**src/rtl/hwf_pkg.sv**
```systemverilog
// Shared constants, derived widths and FSM encoding for the HWF operand path.
package hwf_pkg;

   localparam int          XLEN_PIXEL    = 8;
   localparam int          NUM_OF_PIXELS = 4;
   localparam int          NUM_OF_SV     = 87;
   localparam logic [15:0] BI_ONE        = 16'h0100;

   // $clog2 floored at 1 so single-entry dimensions still get a 1-bit field
   function automatic int clog2_min1(input int n);
      return (n <= 1) ? 1 : $clog2(n);
   endfunction

   localparam int PIX_AW = clog2_min1(NUM_OF_PIXELS);
   localparam int SV_IW  = clog2_min1(NUM_OF_SV);
   localparam int SV_AW  = clog2_min1(NUM_OF_SV * NUM_OF_PIXELS);

   typedef enum logic [1:0] {
      ST_IDLE  = 2'd0,
      ST_ISSUE = 2'd1,
      ST_DRAIN = 2'd2,
      ST_DONE  = 2'd3
   } state_t;

endpackage

```
**src/rtl/hwf_skid_fifo.sv**
```systemverilog
// Two-entry FIFO holding ROM data plus issue-time tags; head is always mem[rd_ptr].
module hwf_skid_fifo #(
   parameter int W = 8
) (
   input  logic         clk,
   input  logic         rst_n,
   input  logic         push,
   input  logic         pop,
   input  logic [W-1:0] wdata,
   output logic [W-1:0] head,
   output logic [1:0]   count
);

   logic [W-1:0] mem_r [2];
   logic         wr_ptr_r;
   logic         rd_ptr_r;
   logic [1:0]   count_r;

   // Storage, pointers and occupancy; the caller never pushes when full
   always_ff @(posedge clk or negedge rst_n) begin
      if (!rst_n) begin
         mem_r[0] <= {W{1'b0}};
         mem_r[1] <= {W{1'b0}};
         wr_ptr_r <= 1'b0;
         rd_ptr_r <= 1'b0;
         count_r  <= 2'd0;
      end else begin
         if (push) begin
            mem_r[wr_ptr_r] <= wdata;
            wr_ptr_r        <= ~wr_ptr_r;
         end
         if (pop) begin
            rd_ptr_r <= ~rd_ptr_r;
         end
         case ({push, pop})
            2'b10:   count_r <= count_r + 2'd1;
            2'b01:   count_r <= count_r - 2'd1;
            default: count_r <= count_r;
         endcase
      end
   end

   assign head  = mem_r[rd_ptr_r];
   assign count = count_r;

endmodule

```
**src/rtl/hwf_operand_streamer.sv**
```systemverilog
// Streams (x_test, x_sv) pixel pairs SV-major from the test/SV ROMs into hwf_kernel.
module hwf_operand_streamer #(
   parameter int                      XLEN_PIXEL    = hwf_pkg::XLEN_PIXEL,
   parameter int                      NUM_OF_PIXELS = hwf_pkg::NUM_OF_PIXELS,
   parameter int                      NUM_OF_SV     = hwf_pkg::NUM_OF_SV,
   parameter logic [2*XLEN_PIXEL-1:0] BI_INIT       = hwf_pkg::BI_ONE,
   localparam int PIX_W  = hwf_pkg::clog2_min1(NUM_OF_PIXELS),
   localparam int SV_W   = hwf_pkg::clog2_min1(NUM_OF_SV),
   localparam int ADDR_W = hwf_pkg::clog2_min1(NUM_OF_SV * NUM_OF_PIXELS)
) (
   input  logic                    clk,
   input  logic                    rst_n,
   input  logic                    start,
   input  logic                    kernel_rdy,
   output logic [PIX_W-1:0]        test_addr,
   input  logic [XLEN_PIXEL-1:0]   test_rdata,
   output logic [ADDR_W-1:0]       sv_addr,
   input  logic [XLEN_PIXEL-1:0]   sv_rdata,
   output logic                    rd_en,
   output logic [XLEN_PIXEL-1:0]   x_test,
   output logic [XLEN_PIXEL-1:0]   x_sv,
   output logic [2*XLEN_PIXEL-1:0] Bi,
   output logic [SV_W-1:0]         sv_idx,
   output logic                    px_first,
   output logic                    px_last,
   output logic                    stall_MEM,
   output logic                    busy,
   output logic                    done
);

   import hwf_pkg::*;

   localparam int               ENT_W    = 2*XLEN_PIXEL + SV_W + 2;
   localparam int               XS_LO    = SV_W + 2;
   localparam int               XT_LO    = XS_LO + XLEN_PIXEL;
   localparam logic [PIX_W-1:0] PIX_LAST = PIX_W'(NUM_OF_PIXELS - 1);
   localparam logic [SV_W-1:0]  SV_LAST  = SV_W'(NUM_OF_SV - 1);

   state_t              state_r;
   logic [PIX_W-1:0]    pix_cnt_r;
   logic [SV_W-1:0]     sv_cnt_r;
   logic [ADDR_W-1:0]   lin_cnt_r;
   logic                inflight_r;
   logic [SV_W+1:0]     tag_r;
   logic                busy_r;
   logic                done_r;

   logic [1:0]          count_s;
   logic [ENT_W-1:0]    fifo_head_s;
   logic [ENT_W-1:0]    incoming_s;
   logic [ENT_W-1:0]    head_s;
   logic                head_valid_s;
   logic                xfer_s;
   logic                push_s;
   logic                pop_s;
   logic                rd_en_s;
   logic                last_rd_s;
   logic [2:0]          occupancy_s;

   // ROM data lands one cycle after issue; it pairs with the tags registered at issue
   assign incoming_s = {test_rdata, sv_rdata, tag_r};

   hwf_skid_fifo #(.W(ENT_W)) u_fifo (
      .clk   (clk),
      .rst_n (rst_n),
      .push  (push_s),
      .pop   (pop_s),
      .wdata (incoming_s),
      .head  (fifo_head_s),
      .count (count_s)
   );

   // Head selection with FIFO bypass, transfer handshake and read throttling
   always_comb begin
      occupancy_s  = {1'b0, count_s} + {2'b00, inflight_r};
      head_valid_s = (count_s != 2'd0) || inflight_r;
      xfer_s       = head_valid_s && kernel_rdy;
      pop_s        = xfer_s && (count_s != 2'd0);
      push_s       = inflight_r && !(xfer_s && (count_s == 2'd0));
      if (count_s != 2'd0) begin
         head_s = fifo_head_s;
      end else if (inflight_r) begin
         head_s = incoming_s;
      end else begin
         head_s = {ENT_W{1'b0}};
      end
      rd_en_s   = (state_r == ST_ISSUE) && (occupancy_s < 3'd2);
      last_rd_s = (pix_cnt_r == PIX_LAST) && (sv_cnt_r == SV_LAST);
   end

   // Frame FSM, read address counters, issue tags and status flags
   always_ff @(posedge clk or negedge rst_n) begin
      if (!rst_n) begin
         state_r    <= ST_IDLE;
         pix_cnt_r  <= {PIX_W{1'b0}};
         sv_cnt_r   <= {SV_W{1'b0}};
         lin_cnt_r  <= {ADDR_W{1'b0}};
         inflight_r <= 1'b0;
         tag_r      <= {(SV_W+2){1'b0}};
         busy_r     <= 1'b0;
         done_r     <= 1'b0;
      end else begin
         inflight_r <= rd_en_s;
         done_r     <= 1'b0;
         if (rd_en_s) begin
            tag_r <= {sv_cnt_r, pix_cnt_r == {PIX_W{1'b0}}, pix_cnt_r == PIX_LAST};
         end
         case (state_r)
            ST_IDLE: begin
               if (start) begin
                  state_r <= ST_ISSUE;
                  busy_r  <= 1'b1;
               end
            end
            ST_ISSUE: begin
               // Counters freeze on the final read so they never run past the frame
               if (rd_en_s) begin
                  if (last_rd_s) begin
                     state_r <= ST_DRAIN;
                  end else if (pix_cnt_r == PIX_LAST) begin
                     pix_cnt_r <= {PIX_W{1'b0}};
                     sv_cnt_r  <= sv_cnt_r + SV_W'(1'b1);
                     lin_cnt_r <= lin_cnt_r + ADDR_W'(1'b1);
                  end else begin
                     pix_cnt_r <= pix_cnt_r + PIX_W'(1'b1);
                     lin_cnt_r <= lin_cnt_r + ADDR_W'(1'b1);
                  end
               end
            end
            ST_DRAIN: begin
               if (xfer_s && (occupancy_s == 3'd1)) begin
                  state_r <= ST_DONE;
                  busy_r  <= 1'b0;
                  done_r  <= 1'b1;
               end
            end
            ST_DONE: begin
               state_r   <= ST_IDLE;
               pix_cnt_r <= {PIX_W{1'b0}};
               sv_cnt_r  <= {SV_W{1'b0}};
               lin_cnt_r <= {ADDR_W{1'b0}};
            end
            default: begin
               state_r <= ST_IDLE;
               busy_r  <= 1'b0;
            end
         endcase
      end
   end

   assign test_addr = pix_cnt_r;
   assign sv_addr   = lin_cnt_r;
   assign rd_en     = rd_en_s;
   assign x_test    = head_s[ENT_W-1:XT_LO];
   assign x_sv      = head_s[XT_LO-1:XS_LO];
   assign sv_idx    = head_s[SV_W+1:2];
   assign px_first  = head_s[1];
   assign px_last   = head_s[0];
   assign stall_MEM = ~xfer_s;
   assign Bi        = BI_INIT;
   assign busy      = busy_r;
   assign done      = done_r;

endmodule

```
**config.mk**
```make
export PLATFORM = sky130hd
export DESIGN_NAME = hwf_operand_streamer
export DESIGN_NICKNAME = d
export VERILOG_FILES = /design/src/rtl/hwf_pkg.sv /design/src/rtl/hwf_skid_fifo.sv /design/src/rtl/hwf_operand_streamer.sv
export SDC_FILE = /design/constraint.sdc
export NUM_CORES = 1
export LEC_CHECK = 0
export ABC_AREA = 1
export BUFFER_PORTS_ARGS = -buffer_cell sky130_fd_sc_hd__buf_2
export CORE_UTILIZATION = 30
export CTS_BUF_LIST = sky130_fd_sc_hd__clkbuf_4 sky130_fd_sc_hd__clkbuf_8
export DETAILED_ROUTE_END_ITERATION = 6
export GPL_ROUTABILITY_DRIVEN = 0
export PLACE_DENSITY = 0.59
export SLEW_MARGIN = 20
export SYNTH_ARGS = -nofsm -noshare
export SYNTH_HDL_FRONTEND = slang
export SYNTH_SLANG_ARGS = --single-unit
```
**constraint.sdc**
```tcl
create_clock -name clk -period 3 [get_ports clk]
set_input_delay 0.15 -clock clk [delete_from_list [all_inputs] [get_ports clk]]
set_output_delay 0.15 -clock clk [all_outputs]
set_load 0.02 [all_outputs]
```
==> results.md <==
* Status: finished, final reports clean
* CP startpoint: u_fifo.rd_ptr_r
* CTS tree: yes
* Longest Clk Path Bufs at 2
* Placed Area at roughly 5000 µm²
* Clock Sinks at 86
* Hold Crit Class: in2reg
* N_diodes at 0
* Kind of critical path: reg2out
* Fmax at between 400 and 500 MHz
* Setup TNS at 0 ns
* Fin. Hold Viols at 0
* Fraction of layout cells with a size suffix above 1 at 0.205
* Asr flop ratio synth at 1.00
* Crit end category: primary output
* Multi-input logic area at ~2000 µm²
* Fin crit share at 0.773
* Non-Filler Cell Area, Final at about 5200 µm²
* Synthesized netlist cell count at 539
* Critical R2R Capture: sv_addr[4]
* Max FO, Critical Path at 15
* R2R Path Start: u_fifo.count[0]
* Seq cells post-synth at 86
* # IOs at 76
* Largest net degree at the start of global routing at just under 60
* Final count of pins violating max slew at 0
* Pleak at 2.58 nW
* Detailed Routing Iterations Pass 1 at 7
* Count of cell types in the netlist at 30
* Starting DRT DRC Count at between 200 and 250
* GRT Util Overall at 0.131
* Setup bufs post-CTS at 0
* Hpwl dp at 6770 µm
* RSZ-0062 raised after global routing: false
* DIE AREA at 15900 µm²
* Worst clock skew at 0.00933 ns
* Antenna violations before repair at 0
* Synthesized cell area at 4630 µm²
* Core area at 15100 µm²
* Minimum clock period after layout at 2.32 ns
* Setup violations, final at 0
* Final wirelength at 9830 µm
* Worst R2R Path Depth at 8
* Crit path capture: x_sv[0]
* Number of enable flip-flop cells after synthesis at 0
* Vias at between 3000 and 4000
* Top_reg_cell synth: dfrtp_1
* Max-cap violations at 0
* Fin util at 0.343
* Tot Pwr at 4.68 mW
* Critical path arrival at 2.17 ns
* Commonest non-fill, non-tap cell in the layout: nand2_1
* Worst vdd ir at 0.364 mV
* R2r setup slk at approximately 0.81 ns
* Vias/cell at 4.67
* Global-route wire length before repair at 16700 µm
* Post-layout net count at 624
* Synth warn at 0
* Register area share after synthesis at 0.465
* Initial Utilization at 0.306
* H-tree levels at 3
* Reg clk slew, reported paths at 0.08 ns
* Commonest non-fill, non-tap cells in the layout: nand2_1 (116), dfrtp_1 (86), o21ai_0 (66)
* Critical Path RT at 2.85 ns
* Drt wl/cell at 12.6 µm
* Port bufs at about 60
* DRC errors left at 0
* Number of global-route vias before repair at 3435
* CTS buffer count at 9
* Syn_area_per_cell at 8.59 µm²
* Area grow syn2layout at 12.2%
* Clock latency on the worst-skew pair at 0.36 ns
* Die outline height at between 100 and 150 µm
* Seq. cell area at 2150 µm²
* Site Rows at 45
* Grt ovf at 0
* Least-Margin Pin Slew at 0.728 ns
* Power per Cell Area at 901 nW/µm²
* CTS Root Cell: clkbuf_8
* Filler Cells Inserted at 1570
* Relative slew margins at 0.515
* Post-DRT Antenna Nets at 0
* CP Launch Type: register
* Horiz. Die Dim at 126 µm
## kinds of logic after synthesis
family | count (synthesis) | synth area share
buffers and inverters | 98 | 0.106
xor gates and xnor gates | 5 | 0.00945
muxes | 25 | 0.0540
and+or+nand+nor | 207 | 0.193
adders and majority gates | 14 | 0.0378
DFF | 86 | 0.465
AOI/OAI and AO/OA | 102 | 0.133
other | 2 | 0.00162
## timing repair
action	CTS	global route
hold buffers	1	0
endpoints found under the hold margin	55	0
resized for setup	0	0
## power by group
group | switching, mW | total, mW | internal (mW) | leakage [nW]
clock network | 0.437 | 0.790 | 0.354 | 0.0926
logic | 1.37 | 2.11 | 0.739 | 1.36
registers | 0.283 | 1.78 | 1.50 | 1.13
## worst max-delay path, cell delays in order, from the launching register on
cell,delay [ns]
dfrtp_1,0.81
buf_4,0.41
mux2i_1,0.11
o21ai_0,0.25
buf_2,0.22
## final cells by class
class	count	share of cell area
Sequential cell	86	0.414
Multi-Input combinational cell	369	0.392
Timing Repair Buffer	68	0.0708
Tap cell	188	0.0453
Inverter	56	0.0404
Clock buffer	11	0.0291
Clock inverter	5	0.00794
## worst min-delay path by stage
stage                 from                to  slack (ns)  cells after the start
3_5_place_dp         rst_n  u_fifo.mem_r[45]        0.25                      1
2_1_floorplan        rst_n              busy       -0.15                      0
6_report             start              busy        0.04                      3
5_1_grt        sv_rdata[6]  u_fifo.mem_r[40]        0.03                      3
4_1_cts              start              busy        0.03                      3
3_3_place_gp         rst_n  u_fifo.mem_r[44]        0.24                      1
## stage by stage
stage / hold WS (ns) / setup WS (ns) / instances
2_1_floorplan: -0.146 / 1.17 / 553
3_3_place_gp: 0.241 / 0.909 / 766
3_5_place_dp: 0.254 / 0.824 / 766
4_1_cts: 0.0310 / 0.673 / 783
5_1_grt: 0.0257 / 0.548 / 783
6_report: 0.0403 / 0.681 / 783
## registers in the layout, summed over array words and instances (netlist names), 2 cells and up
signal        flops
tag_r             9
test_addr         2
state_r           2
sv_cnt_r          7
sv_addr           9
u_fifo.count      2
u_fifo.mem_r     50
## per-layer routing
layer  up-vias  track usage  wire, µm
met3         6       0.0442       505
met5         -            0         0
li1       1818            -         -
met2        93        0.219      4750
met4         0       0.0298       108
met1      1738        0.162      4470
## synth_stat cells (all sizes together) (4+ instances only)
library cell	count	area, µm²
ha	14	175
xor2	4	35.0
nand2	125	492
dfrtp	86	2150
mux2i	25	250
clkbuf	11	41.3
buf	31	241
or2	4	25.0
inv	56	210
nand3	54	270
nor2	20	82.6
o21ai	94	564
(Power assumes the default switching activity.)
